$ cat src/rtl/wb_spm_mac.sv
// wb_spm_mac: Wishbone classic slave wrapping a bit-serial unsigned
// WIDTH x WIDTH multiplier (one multiplier bit per clock) with optional
// accumulate into the product register, sticky done flag and level irq.
module wb_spm_mac #(
    parameter int          WIDTH     = 32,
    parameter logic [31:0] BASE_ADDR = 32'h3000_0000
) (
    input  logic        wb_clk_i,
    input  logic        wb_rst_i,
    input  logic        wbs_cyc_i,
    input  logic        wbs_stb_i,
    input  logic        wbs_we_i,
    input  logic [3:0]  wbs_sel_i,
    input  logic [31:0] wbs_adr_i,
    input  logic [31:0] wbs_dat_i,
    output logic [31:0] wbs_dat_o,
    output logic        wbs_ack_o,
    output logic        irq
);

    localparam int PW = 2 * WIDTH;
    localparam int CW = $clog2(WIDTH);

    localparam logic [5:0] OFF_X      = 6'h00;
    localparam logic [5:0] OFF_Y      = 6'h01;
    localparam logic [5:0] OFF_CTRL   = 6'h02;
    localparam logic [5:0] OFF_STATUS = 6'h03;
    localparam logic [5:0] OFF_P_LO   = 6'h04;
    localparam logic [5:0] OFF_P_HI   = 6'h05;

    typedef enum logic {
        IDLE = 1'b0,
        RUN  = 1'b1
    } state_t;

    state_t          state_q, state_d;
    logic [WIDTH-1:0] x_q, x_d;
    logic [WIDTH-1:0] y_q, y_d;
    logic [WIDTH-1:0] y_sh_q, y_sh_d;
    logic [PW-1:0]    sum_q, sum_d;
    logic [PW-1:0]    p_q, p_d;
    logic [CW-1:0]    cnt_q, cnt_d;
    logic             acc_q, acc_d;
    logic             ie_q, ie_d;
    logic             done_q, done_d;
    logic             ack_q, ack_d;
    logic [31:0]      dat_o_q, dat_o_d;

    logic        busy;
    logic        req, hit, wr_en, rd_en;
    logic [5:0]  off;
    logic        start, clr, done_clr, done_set;
    logic [31:0] x_wr, y_wr;
    logic [PW-1:0] add_term, sum_nxt;
    logic [63:0] p_ext;

    // Address bits below word granularity play no part in decoding.
    logic unused_adr;
    assign unused_adr = ^wbs_adr_i[1:0];

    // Byte-lane merge of a bus write into an existing 32-bit register image.
    function automatic logic [31:0] byte_merge(input logic [31:0] old_v,
                                               input logic [31:0] new_v,
                                               input logic [3:0]  sel);
        logic [31:0] res;
        for (int b = 0; b < 4; b++) begin
            res[8*b +: 8] = sel[b] ? new_v[8*b +: 8] : old_v[8*b +: 8];
        end
        return res;
    endfunction

    assign busy      = (state_q == RUN);
    assign irq       = done_q & ie_q;
    assign wbs_ack_o = ack_q;
    assign wbs_dat_o = dat_o_q;
    assign p_ext     = 64'(p_q);

    // Bus decode, register updates, FSM next state and serial datapath.
    always_comb begin
        // NOTE: every signal gets a default before any branch so no latch is inferred.
        state_d  = state_q;
        x_d      = x_q;
        y_d      = y_q;
        y_sh_d   = y_sh_q;
        sum_d    = sum_q;
        p_d      = p_q;
        cnt_d    = cnt_q;
        acc_d    = acc_q;
        ie_d     = ie_q;
        done_d   = done_q;
        dat_o_d  = '0;
        start    = 1'b0;
        clr      = 1'b0;
        done_clr = 1'b0;
        done_set = 1'b0;

        // A request is sampled only while ack is low, giving single-cycle acks.
        req   = wbs_cyc_i & wbs_stb_i & ~ack_q;
        hit   = (wbs_adr_i[31:8] == BASE_ADDR[31:8]);
        off   = wbs_adr_i[7:2];
        wr_en = req & wbs_we_i & hit;
        rd_en = req & ~wbs_we_i & hit;
        ack_d = req;

        x_wr = byte_merge(32'(x_q), wbs_dat_i, wbs_sel_i);
        y_wr = byte_merge(32'(y_q), wbs_dat_i, wbs_sel_i);

        if (wr_en) begin
            case (off)
                OFF_X: if (!busy) x_d = x_wr[WIDTH-1:0];
                OFF_Y: if (!busy) y_d = y_wr[WIDTH-1:0];
                OFF_CTRL: begin
                    if (wbs_sel_i[0]) begin
                        acc_d = wbs_dat_i[1];
                        ie_d  = wbs_dat_i[2];
                        start = wbs_dat_i[0] & ~busy;
                        clr   = wbs_dat_i[3] & ~busy;
                    end
                end
                OFF_STATUS: done_clr = wbs_sel_i[0] & wbs_dat_i[1];
                default: ;
            endcase
        end

        // CLR only happens while idle, so it never races a completion.
        if (clr) begin
            p_d = '0;
        end

        add_term = y_sh_q[0] ? (PW'(x_q) << cnt_q) : '0;
        sum_nxt  = sum_q + add_term;

        case (state_q)
            IDLE: begin
                if (start) begin
                    state_d = RUN;
                    y_sh_d  = y_q;
                    // CLR in the same write zeroes the accumulate base.
                    sum_d   = (acc_d && !clr) ? p_q : '0;
                    cnt_d   = '0;
                end
            end
            RUN: begin
                sum_d  = sum_nxt;
                y_sh_d = y_sh_q >> 1;
                cnt_d  = cnt_q + CW'(1);
                if (cnt_q == CW'(WIDTH - 1)) begin
                    state_d  = IDLE;
                    p_d      = sum_nxt;
                    done_set = 1'b1;
                end
            end
            default: state_d = IDLE;
        endcase

        // Completion beats a simultaneous write-1-clear.
        if (done_set) begin
            done_d = 1'b1;
        end else if (start || done_clr) begin
            done_d = 1'b0;
        end

        if (rd_en) begin
            case (off)
                OFF_X:      dat_o_d = 32'(x_q);
                OFF_Y:      dat_o_d = 32'(y_q);
                OFF_CTRL:   dat_o_d = {28'b0, 1'b0, ie_q, acc_q, 1'b0};
                OFF_STATUS: dat_o_d = {30'b0, done_q, busy};
                OFF_P_LO:   dat_o_d = p_ext[31:0];
                OFF_P_HI:   dat_o_d = p_ext[63:32];
                default:    dat_o_d = '0;
            endcase
        end
    end

    // State and register flops; reset clears everything including in-flight acks.
    always_ff @(posedge wb_clk_i or posedge wb_rst_i) begin
        if (wb_rst_i) begin
            state_q <= IDLE;
            x_q     <= '0;
            y_q     <= '0;
            y_sh_q  <= '0;
            sum_q   <= '0;
            p_q     <= '0;
            cnt_q   <= '0;
            acc_q   <= 1'b0;
            ie_q    <= 1'b0;
            done_q  <= 1'b0;
            ack_q   <= 1'b0;
            dat_o_q <= '0;
        end else begin
            // NOTE: non-blocking assignments so every flop samples pre-edge values.
            state_q <= state_d;
            x_q     <= x_d;
            y_q     <= y_d;
            y_sh_q  <= y_sh_d;
            sum_q   <= sum_d;
            p_q     <= p_d;
            cnt_q   <= cnt_d;
            acc_q   <= acc_d;
            ie_q    <= ie_d;
            done_q  <= done_d;
            ack_q   <= ack_d;
            dat_o_q <= dat_o_d;
        end
    end

endmodule
$ cat config.mk
export PLATFORM = sky130hd
export DESIGN_NAME = wb_spm_mac
export DESIGN_NICKNAME = d
export VERILOG_FILES = /design/src/rtl/wb_spm_mac.sv
export SDC_FILE = /design/constraint.sdc
export NUM_CORES = 1
export LEC_CHECK = 0
export CAP_MARGIN = 10
export CORE_ASPECT_RATIO = 1.2
export CORE_MARGIN = 2
export CORE_UTILIZATION = 36
export DETAILED_ROUTE_END_ITERATION = 10
export GPL_TIMING_DRIVEN = 0
export PLACE_DENSITY_LB_ADDON = 0.2
export SYNTH_ARGS = -nofsm -noshare
export SYNTH_HDL_FRONTEND = slang
export SYNTH_SLANG_ARGS = --single-unit
$ cat constraint.sdc
create_clock -name wb_clk_i -period 10.35 [get_ports wb_clk_i]
set_input_delay 3.105 -clock wb_clk_i [delete_from_list [all_inputs] [get_ports wb_clk_i]]
set_output_delay 3.105 -clock wb_clk_i [all_outputs]
set_load 0.02 [all_outputs]
Word-level counts from Yosys, hierarchy flattened
Index checks and enable logic that the tools add are counted.

Bits in registers: 266. Output and inout port bits: 34. Word-level logic and storage cells: 87.

Add/subtract/negate cells: 2. Equality and inequality tests: 8. Shifts and indexed selects: 1. Mux-type cells: 31. Bitwise operators: 13. Reduce and logical (&&, ||, !) cells: 14.

Operators by type and width (count): $mux W64 (6); $pmux W32 S6 (1); $pmux W64 S2 (1); $add A64 B64 Y64 (1); $mux W32 (2); $pmux W32 S2 (1); $shl A32 B5 Y64 (1); $reduce_and A4 Y1 (8); $eq A24 B22 Y1 const B (1); $mux W1 (17); $eq A6 B2 Y1 const B (2); $eq A6 B3 Y1 const B (2); $and A1 B1 Y1 (10); $pmux W5 S2 (1); $eq A6 B1 Y1 const B (1); $logic_not A6 Y1 (1); $add A5 B1 Y5 const B (1); $eq A5 B5 Y1 const B (1); $mux W5 (1); $not A1 Y1 (3); $reduce_and A3 Y1 (1); $ne A2 B2 Y1 const B (1); $pmux W1 S2 (1); $reduce_bool A2 Y1 (1); 3 further kinds (3).

Depth between registers and ports, before layout
Gate-level depths: netlist (run 1).

Depth after elaboration: 10. Mapped depth: 23. Mapped depth without buffers: 19.

Worst setup path before layout (run 1)
Ideal clock, no wire load.

Path kind: input-to-reg. Start point: input port wbs_adr_i[23]. End point: register sum_q[33]. Data arrival time: 5.313 ns. Data required time: 10.232 ns. Setup slack: 4.919 ns. Stages: 8. Buffers on the path: 1. Cell sequence: or4_1 > nor3_1 > nand3_1 > nor4b_2 > nor2_1 > clkbuf_1 > a22o_1 > a21o_1.

Cells in the longest elaborated chain, start to end: 8.

Ends and longest elaborated chain: start: declaration (line 14) `input logic [31:0] wbs_adr_i,`; $eq A24 B22 Y1 (*) (line 99) `hit = (wbs_adr_i[31:8] == BASE_ADDR[31:8]);`; $and A1 B1 Y1 (*) (line 101) `wr_en = req & wbs_we_i & hit;`; $mux W1 (line 108) `if (wr_en) begin`; $logic_not A1 Y1 (line 139) `sum_d = (acc_d && !clr) ? p_q : '0;`; $logic_and A1 B1 Y1 (line 139); $mux W64 (line 139); $mux W64 (line 135) `if (start) begin`; $pmux W64 S2 (line 133) `case (state_q)`; end signal: assignment (line 197) `sum_q <= sum_d;`; end: declaration (line 40) `logic [PW-1:0] sum_q, sum_d;`.

Mark *: on every way between the ends. The rest lies on a longest branch, timed or not. The select of a mux whose other input is x is not followed. A chain may end at the register's enable or synchronous reset.

Final worst setup path (run 1)
Start point: register cnt_q[0]. End point: register p_q[61] (netlist: p_ext[61]).

Cells in the longest elaborated chain, start to end: 5.

Ends and longest elaborated chain: start: declaration (line 42) `logic [CW-1:0] cnt_q, cnt_d;`; start signal: assignment (line 199) `cnt_q <= cnt_d;`; $shl A32 B5 Y64 (line 130) `add_term = y_sh_q[0] ? (PW'(x_q) << cnt_q) : '0;`; $mux W64 (line 130); $add A64 B64 Y64 (line 131) `sum_nxt = sum_q + add_term;`; $mux W64 (*) (line 147) `if (cnt_q == CW'(WIDTH - 1)) begin`; $mux W64 (*) (line 133); named net p_d[61] (line 41) `logic [PW-1:0] p_q, p_d;`; end signal: assignment (line 198) `p_q <= p_d;`; end: declaration (line 41).

The timed path passes the listed nets; every way through them passes the cells marked *.

==> metrics, run 1 <==
status complete, no violations; Worst path top cell family by delay compound AO/OA/AOI/OAI gates; DRC Markers 0; CP Class reg -> reg; post-route ant nets 0; crit-path cells clkbuf_1, buf_2, buf_1, buf_2, mux4_2, mux2i_1, nand2_1, o21ai_0, mux2i_1, and2_1, ha_1, and2_2, nand3_2, nor4_2, o311a_1, a211oi_2, o21ai_2, a41oi_2, o41a_4, or4_1, nand3_1; clk_skew 40.5 ps; largest net degree at the start of global routing 41; Synth area leader dfrtp_1; critical path required time 10900 ps; initial core utilization 0.366; Crit path arrival time 7400 ps; maximum VDD drop 134 uV; synthesis-to-layout area growth 17.6%; post-CTS sizing 0; total negative slack 0 ps; slowest stage delay, CP 590 ps; fin. max-slew vios 0; critical path fanouts, max 10; vias per cell 5.96; Area contributors post-synth dfrtp_1 39%, mux2_2 6.3%, mux2i_1 5.9%; synthesis-stage register bit count 266; CTS tree built; Comb power frac 0.037; Max Fclk 146 MHz; RSZ-0062 raised after global routing no; PD cells 111 nW/um^2; Fill cells 4634; Final Hold Viols 0; worst-margin pin slew 1180 ps; CTS root buf clkbuf_16; Die Span Y 244 um; top post-synthesis cells by count 266 x dfrtp_1, 241 x nand2_1, 134 x o21ai_0; Int Power 1740 uW; Reg power frac 0.461; switch share 0.231; minimum clock period 6850 ps; die width 204 um; # port buffers 103; Routed WL per cell 26.4 um; Mapped Cells 1825; Synthesis Warnings 0; CTS Buf Count 31; FP Rows 87; ys async rst share 1.00; worst path buffer plus inverter count 4; grt total ovfl 0; vias 15600; H-Tree Depth 1; Tcrit/Tclk final 0.662; Hold Path Class reg -> reg; Skew-Pair Late Insertion Delay 620 ps; postcts setup bufs 0; Die ar. 49700 sq um; EDFF count, synth 0; dpl hpwl 54.6 mm; Mean Syn Cell Area 9.45 sq um; first-pass GRT wire length 102 mm; slew margin rel. 0.211; initial antenna violation count 1; num ports 107; core area 47100 sq um; most common cell in the netlist dfrtp_1; Iteration-0 DRC Markers 1464; Psw 521 uW; Yosys top cell area share 0.386; WL final 69.1 mm; clk sinks 266; synth unique cells 81; max-cap viol count 0; Final Net Count 2109; Lkg Pwr 0.00907 uW; startpoint type of the worst setup path flop; Seq/Total Area, Yosys 0.386; Clk pwr share 0.502; Post-Syn Nets 1964; Post-Syn Area 17300 sq um; Crit. End Element flop; Most used DFF post-synth dfrtp_1; vias in the first global route 15600; Total GRT Usage 0.278; slowest CP cell o41a_4; # diodes 0; Final setup violation count 0; minimum hold slack 482 ps; final RePlAce weighted congestion 1.01; worst-case clock buffer depth 3; cts hold-fix bufs 0; Clk pin slew, worst setup/hold paths 60 ps; First-pass DRT Iterations 5; fraction of layout instances using a drive strength above 1 0.114
stage by stage:
step / total power (uW) / std cells / cell area [sq um] / worst slack, ps / utilization
finish: 2260 / 2616 / 20300 / 3500 / 0.430
global route: 2330 / 2616 / 20300 / 3290 / 0.430
CTS: 2280 / 2616 / 20300 / 3630 / 0.430
detailed placement: 1140 / 2560 / 19200 / 3590 / 0.408
global placement: 1140 / 2551 / 19100 / 1660 / 0.405
floorplan: 1090 / 1825 / 17300 / 3730 / -
logic make-up (layout without fill, tap and decap cells):
kind of cell,after synthesis,after routing,share of synthesized area
and+or+nand+nor,537,537,0.143
AOI/OAI and AO/OA,536,536,0.209
DFF,266,266,0.386
muxes,221,221,0.152
buffers and inverters,137,305,0.0314
adders and majority gates,66,66,0.0483
xor gates and xnor gates,62,62,0.0315
state kept, by name, indices dropped and copies added, names as in the netlist:
register	cells
wbs_ack_o	1
wbs_dat_o	32
p_ext	64
ie_q	1
x_q	32
cnt_q	5
acc_q	1
y_sh_q	32
busy	1
y_q	32
done_q	1
sum_q	64
final timing paths:
check,from,to,slack (ps),depth (start not counted)
min,y_sh_q[12],y_sh_q[11],480,2
min in group asynchronous,wb_rst_i,p_ext[52],2880,2
max reg2reg,cnt_q[0],p_ext[61],3500,21
min reg2reg,y_sh_q[12],y_sh_q[11],480,2
max in group asynchronous,wb_rst_i,y_q[4],6340,5
max,cnt_q[0],p_ext[61],3500,21
worst reg2reg max path, stage by stage, from the launching register on:
cell and delay, ps:
dfrtp_1 360, clkbuf_1 370, buf_2 390, buf_1 570, buf_2 380, mux4_2 380
mux2i_1 300, nand2_1 90, o21ai_0 210, mux2i_1 150, and2_1 220, ha_1 400
and2_2 210, nand3_2 120, nor4_2 500, o311a_1 370, a211oi_2 130, o21ai_2 210
a41oi_2 310, o41a_4 590, or4_1 420, nand3_1 100
power by group through the flow:
stage,registers [uW],logic (uW),clock network (uW)
2_1_floorplan,1060,31.0,0
3_3_place_gp,1060,77.0,0
3_5_place_dp,1060,84.7,0
4_1_cts,1040,84.9,1150
5_1_grt,1040,91.3,1200
6_report,1040,84.0,1130
area by class of cell:
type / count / area (sq um) / share of cell area
Multi-Input combinational cell: 1422 / 10100 / 0.496
Sequential cell: 266 / 6660 / 0.328
Timing Repair Buffer: 112 / 1190 / 0.0585
Clock buffer: 44 / 905 / 0.0446
Tap cell: 623 / 779 / 0.0384
Buffer: 123 / 489 / 0.0241
Clock inverter: 12 / 145 / 0.00715
Inverter: 14 / 56.3 / 0.00278
layer usage:
layer	track usage	up-vias	routed length, um
met5	0	-	0
met4	0.131	0	3720
met3	0.0360	154	4510
met2	0.459	630	32300
met1	0.360	7821	28600
li1	-	6992	-
cells in the final DEF (no fill, tap or decap), types with 22 or more instances in the layout:
cell             synthesis  routed
a22o_1                  46      46
mux2_2                  96      96
a21oi_1                113     113
nand3_1                 25      25
xor2_1                  27      27
dfrtp_1                266     266
xnor2_1                 35      35
clkbuf_1                91      96
nor2_1                 119     119
clkbuf_16                0      31
ha_1                    65      65
a21o_1                  60      60
nand4_1                 22      22
mux2i_1                102     102
nand2_1                241     241
mux4_2                  23      23
nor2b_1                 33      33
o21ai_0                134     134
a22oi_1                 51      51
clkdlybuf4s50_1          0     103
(Power assumes the default switching activity.)
==> run 2, diff against run 1 <==
- clock period: 10.35 -> 5.95 ns (I/O delays scaled with it)
==> run 2 against run 1 <==
Net effect:
- sequential share of layout area down 0.13 points
- combinational power up 74%
- total power up 74%
- clock power up 74%
- cell count up 0.11%
- sequential power up 74%
- hold slack worse by 2.1 ps
- core utilization up 0.18 points
- largest cell class unchanged
==> metrics, run 2 (same netlist as run 1, synthesis figures left out) <==
CP Class reg -> reg; CTS Buf Count 31; vias 15700; Tcrit/Tclk final 0.973; # port buffers 103; minimum hold slack 480 ps; status complete, no violations; clk sinks 266; Placed Cells 2560; dpl hpwl 54.6 mm; PD cells 193 nW/um^2; fraction of layout instances using a drive strength above 1 0.121; First-pass DRT Iterations 6; Routed WL per cell 26.5 um; Int Power 3020 uW; Comb power frac 0.037; GR Layer Usage met3 0.0360; Max Fclk 173 MHz; Die ar. 49700 sq um; clk_skew 38.9 ps; slowest CP cell a311oi_1; hold_sp y_sh_q[2]; minimum clock period 5790 ps; critical path required time 6500 ps; Core Util, Final 0.432; DRC Markers 0; most frequent cells in the layout 265 x dfrtp_1, 241 x nand2_1, 132 x o21ai_0; CTS root buf clkbuf_16; num ports 107; Worst path top cell family by delay compound AO/OA/AOI/OAI gates; die width 204 um; Hold Path Depth 2; worst-case clock buffer depth 3; Total GRT Usage 0.278; fin. max-slew vios 0; WL final 69.3 mm; first-pass GRT wire length 103 mm; Final setup violation count 0; Layout Cells excl Fill 2619; total power 3920 uW; Register-to-Register Path Depth 20; vias per cell 6.01; core area 47100 sq um; crit-path cells buf_4, mux2_2, a21oi_1, nor2_1, a21oi_1, mux2_2, mux2i_1, and2_1, ha_1, clkbuf_1, nand2_1, nor2_1, nand2_1, a311oi_1, a211oi_2, o21ba_2, o21ba_2, o21ai_0, xor2_1, a22o_1; Crit path arrival time 6340 ps; Final Hold Viols 0; Skew-Pair Late Insertion Delay 620 ps; most common cell after layout, fill and taps aside dfrtp_1; worst-margin pin slew 1220 ps; slew margin rel. 0.185; switch share 0.230; Final Net Count 2110; met2 usage 0.460; initial core utilization 0.366; post-route ant nets 0; GRT Max-Usage Layer met2; final RePlAce weighted congestion 1.01; register-to-register setup slack 160 ps; Iteration-0 DRC Markers 1514; R2R Path End p_ext[62]; CTS tree built; vias in the first global route 15600; met1 Resource Use GR 0.360; Psw 904 uW; Reg power frac 0.461; maximum VDD drop 233 uV; Hold Path Class reg -> reg; largest net degree at the start of global routing 41; pre-CTS setup slack -721 ps; worst path buffer plus inverter count 2; grt total ovfl 0; Crit. End Element flop; Clk pwr share 0.502; max-cap viol count 0; initial antenna violation count 1; startpoint type of the worst setup path flop; Die Span Y 244 um; Clk pin slew, worst setup/hold paths 60 ps; final worst slack 159 ps; critical path fanouts, max 10; FP Rows 87; Lkg Pwr 0.00911 uW; synthesis-to-layout area growth 18.1%; Hold EP y_sh_q[1]; slowest stage delay, CP 540 ps; H-Tree Depth 1; FF-to-FF Start cnt_q[0]
## run 2: cell types whose count changed in the layout (fill, tap and decap cells not counted), sizes merged
| cell | before | now |
|---|---|---|
| diode | 0 | 2 |
| clkbuf | 135 | 136 |
## run 2: cell type report
type,instances,area [sq um]
fillers,4625,26800
multi-input cells,1422,10100
flip-flops and latches,266,6660
repair buffers,114,1200
clock buffers,44,905
well taps,623,779
plain buffers,122,503
clock inverters,12,145
inverters,14,56.3
diodes,2,5.00
## run 2: repair_timing
item,in CTS,in global routing
hold buffers,0,0
resized for setup,8,15
setup buffers,0,2
pin swaps,0,2
endpoints found under the setup margin,44,15
## run 2: worst max path at each step
stage	cells after the start	slack (ps)	end	start
floorplan	1	650	acc_q	wb_rst_i
global placement	2	-1420	y_sh_q[4]	wb_rst_i
detailed placement	21	-720	p_ext[61]	cnt_q[0]
CTS	18	60	p_ext[61]	cnt_q[2]
global route	20	-5	p_ext[61]	cnt_q[0]
finish	20	160	p_ext[62]	cnt_q[0]
## run 2: power by group through the flow
stage	clock network [uW]	logic [uW]	registers (uW)
finish	1970	146	1810
global placement	0	134	1840
CTS	2010	148	1810
floorplan	0	53.9	1840
detailed placement	0	147	1840
global route	2090	159	1810
## run 2: per-stage QoR
stage	cell area (sq um)	setup TNS, ps
finish	20400	0
floorplan	17300	0
CTS	20300	0
global placement	19100	-388400
global route	20400	-5.20
detailed placement	19200	-13200
## run 2: layer usage
layer  vias to the layer above  part of all wire
met5                         -                 0
met3                       151             0.075
li1                       6998                 -
met1                      7872              0.40
met4                         0             0.052
met2                       710              0.47
## run 2: worst min-delay path: stages, from the launching register on
cell	delay, ps
dfrtp_1	340
nand2_1	50
o21ai_0	60
==> run 3, diff against run 2 <==
- CORE_UTILIZATION: 36 -> 47
- RECOVER_POWER: not set -> 100
==> run 3 against run 2 <==
Net effect:
- the flow now finishes with violations (capacitance limit, slew limit)
- hold slack lost 3.0 ps
- combinational power down 5%
- global-route usage grew 7.4 points
- cell count decreased by 6.3%
- critical path depth did not move
- critical endpoint is now p_ext[60]
- largest power group unchanged
==> metrics, run 3 (same netlist as run 1, synthesis figures left out) <==
status finished, violations left; failing checks capacitance limit, slew limit; Iteration-0 DRC Markers 1634; vias in the first global route 15500; First-pass DRT Iterations 5; fin. max-slew vios 141; die width 179 um; Hold Path Depth 2; total power 3780 uW; slowest stage delay, CP 620 ps; Die ar. 38300 sq um; CP Class reg -> reg; most frequent cells in the layout 265 x dfrtp_1, 241 x nand2_1, 133 x o21ai_0; FF/Latch Area 6660 sq um; worst-margin pin slew 2330 ps; Hold Path Class reg -> reg; crit-path cells buf_4, clkbuf_4, mux2i_1, nand2_1, o21ai_0, nor2_1, a31oi_1, mux2_2, nor2_1, ha_1, and2_1, and3_1, nand3_1, o211ai_2, a311oi_2, o41ai_4, a31oi_4, a2111oi_4, o21ai_0, a32o_1; DRC Markers 0; R2R Path End p_ext[60]; WL final 66.7 mm; synthesis-to-layout area growth 15.5%; Routed WL per cell 27.2 um; Die Span Y 214 um; CTS Buf Count 29; Design Area, Final 19900 sq um; num ports 107; Max Fclk 172 MHz; Placed Cells 2403; hold_sp y_sh_q[28]; Worst path top cell family by delay compound AO/OA/AOI/OAI gates; slowest CP cell o41ai_4; max-cap viol count 5; Final setup violation count 0; worst path buffer plus inverter count 2; total negative slack 0 ps; Lkg Pwr 0.00910 uW; CTS tree built; Final Hold Viols 0; slew margin rel. -0.556; cts hold-fix bufs 0; initial core utilization 0.479; grt total ovfl 0; post-route ant nets 0; Fill cells 3244; CTS root buf clkbuf_16; critical path fanouts, max 10; area occupied by multi-input gates 10100 sq um; initial antenna violation count 4; Post-Place Cell Area 19000 sq um; minimum hold slack 477 ps; Final Net Count 2104; Crit path arrival time 6300 ps; vias per cell 6.44; critical path required time 6440 ps; minimum clock period 5810 ps; Clk pin slew, worst setup/hold paths 60 ps; Tcrit/Tclk final 0.977; Total GRT Usage 0.352; clk sinks 266; vias 15800; first-pass GRT wire length 98.6 mm; largest net degree at the start of global routing 43; clk_skew 44.4 ps; core area 36000 sq um; FF-to-FF Start cnt_q[0]; Layout Cells excl Fill 2453; Hold EP y_sh_q[27]; final RePlAce weighted congestion 0.996; Skew-Pair Late Insertion Delay 610 ps; critical path depth 20; most common cell after layout, fill and taps aside dfrtp_1; dpl hpwl 52.2 mm; H-Tree Depth 1; Register-to-Register Path Depth 20; register-to-register setup slack 140 ps; maximum VDD drop 232 uV; PD cells 190 nW/um^2; fraction of layout instances using a drive strength above 1 0.112; startpoint type of the worst setup path flop; FP Rows 76; # port buffers 103; worst-case clock buffer depth 3; Crit. End Element flop
==> run 3: changes by cell type in the layout (fill, tap and decap cells not counted), moves of 3 or more <==
cell             change
clkdlybuf4s50_1     -39
dlygate4sd3_1       +39
clkbuf_1            +11
buf_12               -6
buf_2                -5
buf_4                -4
buf_1                -3
clkbuf_2             +3
==> run 3: worst register-to-register path, stage by stage (launching register included) <==
cell and delay [ps]:
dfrtp_2 470, buf_4 250, clkbuf_4 290, mux2i_1 300, nand2_1 80, o21ai_0 150
nor2_1 70, a31oi_1 370, mux2_2 310, nor2_1 90, ha_1 420, and2_1 220
and3_1 220, nand3_1 120, o211ai_2 330, a311oi_2 250, o41ai_4 620, a31oi_4 210
a2111oi_4 510, o21ai_0 160, a32o_1 270
==> run 3: cell type report <==
cell class | instances | share of cell area
repair buffers | 111 | 0.0547
clock buffers | 41 | 0.0417
well taps | 468 | 0.0294
multi-input cells | 1422 | 0.507
plain buffers | 121 | 0.0244
flip-flops and latches | 266 | 0.334
clock inverters | 9 | 0.00565
inverters | 14 | 0.00270
diodes | 1 | 0.000126
==> run 3: worst max-delay path by stage <==
| stage | from | to | slack [ps] |
|---|---|---|---|
| global placement | wb_rst_i | p_ext[12] | -1340 |
| detailed placement | cnt_q[0] | sum_q[61] | -720 |
| floorplan | wb_rst_i | acc_q | 650 |
| global route | cnt_q[0] | sum_q[61] | -10 |
| finish | cnt_q[0] | p_ext[60] | 140 |
| CTS | cnt_q[0] | sum_q[61] | 4 |
==> run 3: routing by layer <==
metal  wire (um)  GRT usage  share of wire  up-vias
li1            -          -              -     6990
met1       26400      0.448           0.40     7801
met2       30500      0.565           0.46      808
met3        5370     0.0642          0.081      206
met4        4390      0.199          0.066        0
met5           0          0              0        -
==> run 3: where the power goes <==
part | switching (uW) | internal, uW | leakage, uW
logic | 82.4 | 55.5 | 0.00541
registers | 0.185 | 1810 | 0.00321
clock network | 783 | 1050 | 0.000465
total | 865 | 2920 | 0.00910
==> run 3: timing repair <==
| item | CTS | global route |
|---|---|---|
| setup endpoints to repair | 44 | 20 |
| pin swaps | 0 | 1 |
| resized for setup | 6 | 15 |
| setup buffers | 0 | 1 |
==> run 3: per-stage QoR <==
stage,utilization,worst slack (ps)
finish,0.553,136
global route,0.553,-13.7
CTS,0.554,3.52
detailed placement,0.528,-718
global placement,0.524,-1340
floorplan,-,654
